File: config.mk
export PLATFORM = sky130hd
export DESIGN_NAME = instr_fetch_resp
export DESIGN_NICKNAME = d
export VERILOG_FILES = /design/src/rtl/instr_fetch_resp_pkg.sv /design/src/rtl/instr_store.sv /design/src/rtl/instr_fetch_resp.sv
export SDC_FILE = /design/constraint.sdc
export NUM_CORES = 1
export LEC_CHECK = 0
export ABC_AREA = 0
export CAP_MARGIN = 20
export CORE_MARGIN = 1
export CORE_UTILIZATION = 60
export DETAILED_ROUTE_END_ITERATION = 12
export GPL_ROUTABILITY_DRIVEN = 0
export HOLD_SLACK_MARGIN = 0.05
export PLACE_DENSITY = 0.81
export SETUP_SLACK_MARGIN = 0.4
export SYNTH_ARGS = -nofsm -noshare
export SYNTH_HDL_FRONTEND = slang
export SYNTH_SLANG_ARGS = --single-unit
File: constraint.sdc
create_clock -name clk -period 2.15 [get_ports clk]
set_input_delay 0.43 -clock clk [delete_from_list [all_inputs] [get_ports clk]]
set_output_delay 0.43 -clock clk [all_outputs]
set_load 0.1 [all_outputs]
File: src/rtl/instr_fetch_resp_pkg.sv
// rtl/instr_fetch_resp_pkg.sv - shared widths and FSM encoding for the instruction fetch responder
package instr_fetch_resp_pkg;

   localparam int ADDR_W_DEF = 5;
   localparam int DATA_W_DEF = 8;

   typedef enum logic [1:0] {
      IDLE = 2'd0,
      READ = 2'd1,
      RESP = 2'd2
   } fetch_state_t;

endpackage

File: src/rtl/instr_store.sv
// rtl/instr_store.sv - program storage with synchronous write and registered read port
import instr_fetch_resp_pkg::*;

module instr_store #(
   parameter int ADDR_W = ADDR_W_DEF,
   parameter int DATA_W = DATA_W_DEF
) (
   input  logic              clk,
   input  logic              rst,
   input  logic              wr_en,
   input  logic [ADDR_W-1:0] wr_addr,
   input  logic [DATA_W-1:0] wr_data,
   input  logic              rd_en,
   input  logic [ADDR_W-1:0] rd_addr,
   output logic [DATA_W-1:0] rd_data
);

   logic [DATA_W-1:0] mem [2**ADDR_W];

   // Contents survive reset; only the write strobe is blocked while rst is low.
   always_ff @(posedge clk) begin
      if (rst && wr_en) begin
         mem[wr_addr] <= wr_data;
      end
   end

   // Read register doubles as the instr output, so it only moves on rd_en.
   always_ff @(posedge clk) begin
      if (!rst) begin
         rd_data <= '0;
      end else if (rd_en) begin
         rd_data <= mem[rd_addr];
      end
   end

endmodule

File: src/rtl/instr_fetch_resp.sv
// rtl/instr_fetch_resp.sv - request/response instruction fetch FSM in front of instr_store
import instr_fetch_resp_pkg::*;

module instr_fetch_resp #(
   parameter int ADDR_W = ADDR_W_DEF,
   parameter int DATA_W = DATA_W_DEF
) (
   input  logic              clk,
   input  logic              rst,
   input  logic              req,
   input  logic [ADDR_W-1:0] address,
   output logic              ready,
   output logic              instr_valid,
   output logic [DATA_W-1:0] instr,
   input  logic              ack,
   input  logic              wr_en,
   input  logic [ADDR_W-1:0] wr_addr,
   input  logic [DATA_W-1:0] wr_data
);

   fetch_state_t      state_q;
   fetch_state_t      state_d;
   logic [ADDR_W-1:0] addr_q;
   logic              addr_load;
   logic              rd_en;

   always_ff @(posedge clk) begin
      if (!rst) begin
         state_q <= IDLE;
         addr_q  <= '0;
      end else begin
         state_q <= state_d;
         if (addr_load) begin
            addr_q <= address;
         end
      end
   end

   always_comb begin
      state_d     = state_q;
      ready       = 1'b0;
      instr_valid = 1'b0;
      rd_en       = 1'b0;
      addr_load   = 1'b0;
      case (state_q)
         IDLE: begin
            ready = 1'b1;
            if (req) begin
               addr_load = 1'b1;
               state_d   = READ;
            end
         end
         READ: begin
            rd_en   = 1'b1;
            state_d = RESP;
         end
         RESP: begin
            instr_valid = 1'b1;
            // Accept-on-complete: a new request rides on the same edge as the ack.
            ready       = ack;
            if (ack) begin
               if (req) begin
                  addr_load = 1'b1;
                  state_d   = READ;
               end else begin
                  state_d = IDLE;
               end
            end
         end
         default: begin
            state_d = IDLE;
         end
      endcase
   end

   instr_store #(
      .ADDR_W (ADDR_W),
      .DATA_W (DATA_W)
   ) u_store (
      .clk     (clk),
      .rst     (rst),
      .wr_en   (wr_en),
      .wr_addr (wr_addr),
      .wr_data (wr_data),
      .rd_en   (rd_en),
      .rd_addr (addr_q),
      .rd_data (instr)
   );

endmodule

* Word-level counts from Yosys, hierarchy flattened *
Memories as Yosys holds them, arrays and structs flattened. A register that Yosys moved wholly into a read port is not among the register bits.
Cells that the tools add are included.

word-level totals
  register bits after elaboration = 7
  RAM bits = 256
  bits of input ports = 23
  output and inout port bits = 10
  word-level logic and storage cells = 23
  memories = 1

memories
  name         words  bits a word  rd ports  clocked after memory_dff  wr ports  line               source
  u_store.mem  32     8            1         1                         1         instr_store.sv:18  logic [DATA_W-1:0] mem [2**ADDR_W];

cells by class
  equal/unequal tests = 4
  multiplexer cells = 12
  reductions and logical operators = 4

operators with widths
  kind                                                                    count
  1-bit two-way mux                                                       7
  2-bit case mux with 3 select lines                                      1
  2-bit two-way mux                                                       2
  2-bit inequality test (second input constant)                           2
  1-bit case mux with 2 select lines                                      2
  2-bit by 1-bit equality test with 1-bit output (second input constant)  1
  2-bit equality test (second input constant)                             1
  2-bit zero test                                                         1
  2-bit AND reduction                                                     1
  1-bit logical AND                                                       1
  1-bit zero test                                                         1

* Logic depth before layout (Yosys ltp) *
Gate-level depths: netlist of the first run.

  depth in word-level cells = 3
  mapped depth = 8
  gate-level depth less buffers = 5

* By module *
Synthesis of the first run repeated with hierarchy kept, for this count alone.

unflattened totals
  cell total of the unflattened synthesis = 633
  area, all modules = 10677.7 um2

modules (own cells, without submodules)
  module            instances  cells each  area each (um2)  seq. area each (um2)
  instr_store       1          602         10368.7          7847.5
  instr_fetch_resp  1          31          309.0            140.1

* Least setup slack after synthesis of the first run *
OpenSTA, ideal clock, no wires.

  path kind = input port to flip-flop
  from = input port ack
  to = register addr_q[0]
  setup time = 0.116 ns
  arrival = 2.774 ns
  data required time = 2.034 ns
  slack = -0.740 ns
  cell stages on the path = 6
  buffers on the path = 1
  cells stage by stage = inv_1 -> a21oi_1 -> and2_1 -> clkbuf_1 -> mux2i_1 -> nor2b_1

between the ends
  cells in the longest elaborated chain, start to end = 2

RTL lines
  element                             line                    source
  start, declared                     instr_fetch_resp.sv:15  input logic ack,
  1-bit two-way mux                   instr_fetch_resp.sv:61  if (ack) begin
  1-bit case mux with 2 select lines  instr_fetch_resp.sv:45  case (state_q)
  end signal, assigned                instr_fetch_resp.sv:34  addr_q <= address;
  end, declared                       instr_fetch_resp.sv:23  logic [ADDR_W-1:0] addr_q;

Every way passes these cells.
A chain may end at the register's enable or synchronous reset.

==> flow_summary_export.csv, run 1 <==
group,metric,value,unit
global_routing,grt_pass1_wl,38600,um
worst_hold_path,hold_start,"address[0]",
critical_path,critPathLaunchType,"flip-flop",
synthesis,ys_ff_latch,271,
routing,vias,6392,
timing,whs,0.530,ns
routing,wirelength,26400,um
worst_hold_path,hold_class,"in2reg",
final_layout,fin_util,0.748,
pwr,ir_drop,0.729,mV
pwr,switching_share,0.223,
die,die_h,135,um
critical_path,reg2reg_setup_slack,0.12,ns
global_routing,grt_max_degree,33,
pwr,pwr-share-clk,0.381,
synthesis,synthesis.nets,653,
final_layout,antenna_cells,0,
pwr,p_comb_frac,0.093,
die,core,0.0174,mm^2
timing,setup_viol,0,
cts,htreeDepth,1,
place,port_buffers,32,
synthesis,synth_cells,630,
routing,viasPerCell,6.54,
routing,drt-initial-drc-count,869,
global_routing,antenna_found_initial,0,
critical_path,endpoint_kind,"flip-flop",
synthesis,ys_warn_count,0,
pwr,leakagePower,4.17,nW
timing,worst_pin_slew,0.455,ns
critical_path,r2r_end,"u_store.rd_data[0]",
routing,wl_per_cell,27.0,um
final_layout,final_common_cell,"edfxtp_1",
timing,finalHoldViolCount,0,
final_layout,drive_gt1_frac,0.245,
place,dp_hpwl,14900,um
place,dp.cells,915,
routing,ant_nets,0,
pwr,total_power,0.0112,W
cts,clock_sinks,271,
routing,drtPass1Iterations,5,
routing,drc_errors,0,
pwr,p_int,0.00867,W
global_routing,grt_overflow,0,
cts,clk_latency,0.53,ns
cts,cts_tree,"yes",
final_layout,final_cell_mix,"edfxtp_1, mux2i_1, buf_4",
critical_path,critPathBufInv,2,
critical_path,crit_top_cell,"a21oi_1",
timing,fin_crit_sh,0.944,
synthesis,synth.distinct_cells,29,
critical_path,crit_chain,"buf_12 -> buf_16 -> mux2i_1 -> a22oi_1 -> a21oi_1 -> or4_1 -> a21oi_1",
critical_path,critical_path_class,"reg2reg",
global_routing,grt_pass1_vias,6324,
global_routing,grt_usage,0.296,
critical_path,crit_required,2.61,ns
worst_hold_path,holdPathEnd,"addr_q[0]",
die,io_pins,33,
worst_hold_path,holdPathStages,3,
final_layout,nets,755,
pwr,p_per_area,860,mW/mm^2
final_layout,fin_cells,977,
timing,min_period,2.03,ns
critical_path,path_delay_family,"compound AO/OA/AOI/OAI gates",
synthesis,seq_area_frac_synth,0.749,
pwr,p_switching,0.00249,W
timing,max_freq,493,MHz
timing,slew_headroom,0.697,
critical_path,r2r_start,"addr_q[0]",
critical_path,cp.arrival,2.49,ns
timing,rsz0062_at_grt,"yes",
final_layout,areaGrowthSynthToFinish,21.6,%
outcome,status,"finished, final reports clean",
cts,clk_pin_slew_worst_paths,0.06,ns
die,start_util,0.615,
die,die_w,135,um
critical_path,critPathSlowestCell,"dfxtp_4",
critical_path,slowest_delay,0.48,ns
die,rows,48,
synthesis,synth_area,0.0107,mm^2
cts,cts_root_buffer,"clkbuf_16",
cts,cts_buffers,26,
critical_path,rr_worst_depth,7,
cts,cts_max_path_buffers,3,
pwr,sequentialPowerShare,0.526,
timing,slew_viol_final,0,
run,cap_violations,0,
synthesis,synth.avg_cell_area,16.9,um^2
critical_path,worstPathMaxFanout,13,
timing,fin_skew,0.00881,ns
die,die_area,0.0183,mm^2
Yosys cell counts:
master / number / area (um^2)
nand3_1: 1 / 5.00
a22oi_1: 64 / 480
buf_6: 6 / 67.6
nand4b_1: 1 / 8.76
and3_1: 1 / 6.26
nor2b_1: 9 / 56.3
and2_1: 3 / 18.8
or4_1: 8 / 60.1
buf_2: 1 / 5.00
clkbuf_4: 1 / 7.51
edfxtp_1: 256 / 7690
nor2_1: 35 / 131
buf_4: 5 / 37.5
a21oi_1: 41 / 205
o21ai_0: 8 / 40.0
inv_1: 1 / 3.75
mux2i_1: 133 / 1330
nand4_1: 1 / 6.26
nand2b_1: 2 / 12.5
dfxtp_1: 15 / 300
or2_2: 1 / 6.26
nand2_1: 4 / 15.0
buf_8: 2 / 30.0
o21a_1: 1 / 7.51
nand3b_1: 3 / 22.5
clkbuf_1: 21 / 78.8
buf_1: 2 / 7.51
or3b_2: 2 / 17.5
or3_1: 2 / 12.5
power groups by stage:
| stage | sequential (W) | combinational [W] | clock [W] |
|---|---|---|---|
| finish | 0.00587 | 0.00103 | 0.00425 |
| global route | 0.00587 | 0.00107 | 0.00449 |
| CTS | 0.00586 | 0.000967 | 0.00428 |
| detailed placement | 0.00597 | 0.000835 | 0 |
| global placement | 0.00597 | 0.000811 | 0 |
| floorplan | 0.00604 | 0.000424 | 0 |
flip-flops by register name (all words and copies together) (netlist names):
register	cells
addr_q	5
u_store.mem	256
state_q	2
u_store.rd_data	8
worst max-delay path by stage:
stage	cells past startpoint	endpoint	from	slack [ns]
final	7	u_store.rd_data[0]	addr_q[0]	0.12
after global routing	7	u_store.rd_data[6]	addr_q[0]	0.06
after CTS	7	u_store.rd_data[0]	addr_q[0]	0.20
after detailed placement	6	u_store.mem[20][2]	wr_en	-0.04
after global placement	6	u_store.mem[8][1]	rst	0.03
after floorplan	5	u_store.mem[0][0]	rst	0.21
per-stage QoR:
stage / setup TNS [ns] / setup slack, ns / instance area [um^2]
final: 0 / 0.120 / 13000
after global routing: 0 / 0.0577 / 13000
after CTS: 0 / 0.201 / 12900
after detailed placement: -0.513 / -0.0367 / 11700
after global placement: 0 / 0.0313 / 11700
after floorplan: 0 / 0.209 / 10700
cell type report:
class                           instances  area [um^2]
Clock buffer                           34          712
Tap cell                              225          282
Timing Repair Buffer                  112         1200
Inverter                                1         16.3
Fill cell                             937         4380
Multi-Input combinational cell        320         2690
Sequential cell                       271         7990
Clock inverter                         14         83.8
cell families after synthesis:
| group | share of synthesized area |
|---|---|
| AND/OR/NAND/NOR | 0.0355 |
| AO/OA/AOI/OAI | 0.0687 |
| multiplexers | 0.125 |
| flip-flops | 0.749 |
| buffers and inverters | 0.0223 |
routing by layer:
metal	up-vias	wire (um)	track usage
met4	0	1150	0.134
met3	102	2680	0.0707
met5	-	0	0
li1	2700	-	-
met2	465	12600	0.467
met1	3125	9920	0.395
repair_timing:
action	in CTS	in global routing
resized for setup	48	24
hold buffers	0	0
pin swaps	25	16
setup endpoints to repair	10	18
setup buffers	8	0
cloned	5	1
tightest hold or removal path, delay by kind of cell:
| kind | cells | cell delay [ns] |
|---|---|---|
| buf+inv | 1 | 0.40 |
| mux | 1 | 0.13 |
| simple gates | 1 | 0.06 |
Note: power is estimated with default switching activity, not from simulation.
==> inputs of run 2 (changes only) <==
--- a/config.mk
+++ b/config.mk
@@ -5,9 +5,9 @@
 export SDC_FILE = /design/constraint.sdc
 export NUM_CORES = 1
 export LEC_CHECK = 0
-export ABC_AREA = 0
+export ABC_AREA = 1
 export CAP_MARGIN = 20
-export CORE_MARGIN = 1
+export CORE_MARGIN = 3
 export CORE_UTILIZATION = 60
 export DETAILED_ROUTE_END_ITERATION = 12
 export GPL_ROUTABILITY_DRIVEN = 0
==> run 2 against run 1 <==
Global-route usage shrank 3.2 points. Register-to-register slack gained 0.35 ns. Combinational power grew 15%. Total power grew 2.5%. Via count grew 21%. Area after synthesis grew 3.0%. Sequential cell count is the same. Sequential power is essentially flat. Routed wire length grew 1.6%. Critical path type is now in2out. Highest routed layer unchanged.
==> flow_summary_export.csv, run 2 <==
group,metric,value,unit
synthesis,ys_warn_count,0,
die,die_w,141,um
final_layout,final_common_cell,"nand2_1",
synthesis,yosys.area.top_type,"edfxtp_1",
timing,fin_skew,0.0127,ns
timing,fin_tns_setup,0,ns
final_layout,top_register,"u_store.mem",
global_routing,grt_overflow,0,
final_layout,drive_gt1_frac,0.119,
synthesis,synth-xor-area-share,0,
global_routing,grt_max_degree,67,
final_layout,largest_registers,"u_store.mem (256), u_store.rd_data (8), addr_q (5)",
synthesis,synth.most_common_cell,"nand2_1",
routing,vias,7718,
final_layout,fillers,1135,
die,rows,48,
pwr,leakagePower,4.74,nW
timing,fin_crit_sh,0.806,
cts,cts_buffers,27,
synthesis,ys_ff_latch,271,
routing,ant_nets,0,
synthesis,synth_ff_type,"edfxtp_1",
cts,clk_pin_slew_worst_paths,0.06,ns
die,die_area,0.0200,mm^2
cts,clk_latency,0.53,ns
synthesis,yosys.area_share.simple,0.226,
synthesis,synth_area_leaders,"edfxtp_1, nand2_1, nand3_1",
global_routing,antenna_found_initial,0,
synthesis,synth.avg_cell_area,11.5,um^2
synthesis,seq_area_frac_synth,0.727,
timing,slew_viol_final,0,
final_layout,regArea,0.00799,mm^2
global_routing,grt_pass1_wl,40400,um
final_layout,largest_reg_flops,256,
synthesis,synth_mux_area_frac,0,
global_routing,grt_usage,0.264,
critical_path,cp.arrival,1.30,ns
synthesis,synth_top_family_by_area,"simple AND/OR/NAND/NOR gates",
timing,setup_viol,0,
routing,drc_errors,0,
timing,whs,0.464,ns
final_layout,multi_input_area,0.00263,mm^2
cts,clock_sinks,271,
global_routing,grt_pass1_vias,7250,
place,pre_cts_ws,0.0968,ns
routing,drtPass1Iterations,6,
final_layout,fin_util,0.725,
critical_path,critPathLaunchType,"input pin",
timing,finalHoldViolCount,0,
synthesis,synth_area,0.0110,mm^2
synthesis,synth.distinct_cells,15,
final_layout,fin_cells,1269,
routing,drt-initial-drc-count,1395,
cts,cts_max_path_buffers,3,
synthesis,synth_top_area_frac,0.699,
pwr,ir_drop,0.869,mV
pwr,p_per_area,896,mW/mm^2
timing,worst_pin_slew,0.452,ns
worst_hold_path,hold_class,"reg2reg",
final_layout,nets,1049,
timing,rsz0062_at_grt,"yes",
final_layout,antenna_cells,0,
timing,fin_ws,0.417,ns
synthesis,synthesis.nets,978,
run,cap_violations,0,
place,dp.cells,1217,
synthesis,synth-edff-count,256,
die,core,0.0176,mm^2
synthesis,synthAdderAreaFrac,0,
place,port_buffers,32,
die,start_util,0.625,
cts,htreeDepth,1,
final_layout,final_cell_mix,"nand2_1, edfxtp_1, nand3_1",
routing,wirelength,26800,um
timing,min_period,1.73,ns
die,die_h,141,um
final_layout,areaGrowthSynthToFinish,16.1,%
critical_path,endpoint_kind,"output pin",
routing,wl_per_cell,21.1,um
critical_path,worstPathMaxFanout,3,
timing,max_freq,577,MHz
place,dp_hpwl,15600,um
routing,viasPerCell,6.08,
synthesis,async_reset_ff_frac,0,
outcome,status,"finished, final reports clean",
synthesis,synth_cells,955,
cts,cts_tree,"yes",
die,io_pins,33,
synthesis,synth_commonest_cells,"nand2_1, edfxtp_1, nand3_1, nor2_1, buf_4",
critical_path,critical_path_class,"in2out",
critical_path,crit_required,1.72,ns
synthesis,synth-compound-area-share,0.0125,
timing,slew_headroom,0.699,
cts,cts_root_buffer,"clkbuf_16",
run 2: cell types whose count changed after synthesis, sizes merged, moves of 11 or more:
cell    before  now
nand2        4  331
nand3        1  220
mux2i      133    0
a22oi       64    0
buf         16   47
a21oi       41   13
clkbuf      22    9
inv          1   12
run 2: layer usage:
layer	vias to the layer above	part of all wire	track usage
met5	-	0	0
met4	0	0.034	0.0984
met3	86	0.12	0.0583
met2	559	0.46	0.408
met1	3598	0.38	0.374
li1	3475	-	-
run 2: timing repair:
item | 4_1_cts | 5_1_grt
hold buffers | 0 | 0
hold endpoints to repair | 0 | 0
pin swaps | 0 | 0
buffers inserted | 2 | 1
endpoints found under the setup margin | 9 | 10
cloned | 0 | 2
gates resized for setup | 2 | 9
run 2: final timing paths:
kind,cells after the start,startpoint,endpoint,slack [ns]
worst max-delay path,4,ack,ready,0.42
worst min-delay path,1,state_q[1],state_q[1],0.46
worst max register to register,10,addr_q[0],u_store.rd_data[0],0.47
worst min register to register,1,state_q[1],state_q[1],0.46
run 2: cell families (layout without fill, tap and decap cells):
family | count (synthesis) | count (layout)
DFF | 271 | 271
and+or+nand+nor | 587 | 587
AOI/OAI and AO/OA | 27 | 27
buffers and inverters | 70 | 159
run 2: power breakdown:
group	switching (W)	total (W)	internal (W)	leakage (nW)
clock network	0.00187	0.00439	0.00252	0.408
logic	0.000831	0.00118	0.000351	1.91
registers	0.0000346	0.00586	0.00583	2.43
run 2: area by class of cell:
class / instances / share of cell area
sequential: 271 / 0.626
multi-input combinational: 614 / 0.206
timing repair buffer: 98 / 0.0766
clock buffer: 30 / 0.0538
tap: 225 / 0.0221
clock inverter: 17 / 0.0103
inverter: 14 / 0.00431
run 2: per-stage QoR:
step	power [W]	area (um^2)
after floorplan	0.00667	11000
after global placement	0.00705	11800
after detailed placement	0.00707	11800
after CTS	0.0114	12700
after global routing	0.0118	12800
final	0.0114	12800
run 2: worst max-delay path, cell delays in order:
cell	delay, ns
clkdlybuf4s50_1	0.51
nor2_4	0.06
nor2_4	0.12
buf_12	0.19
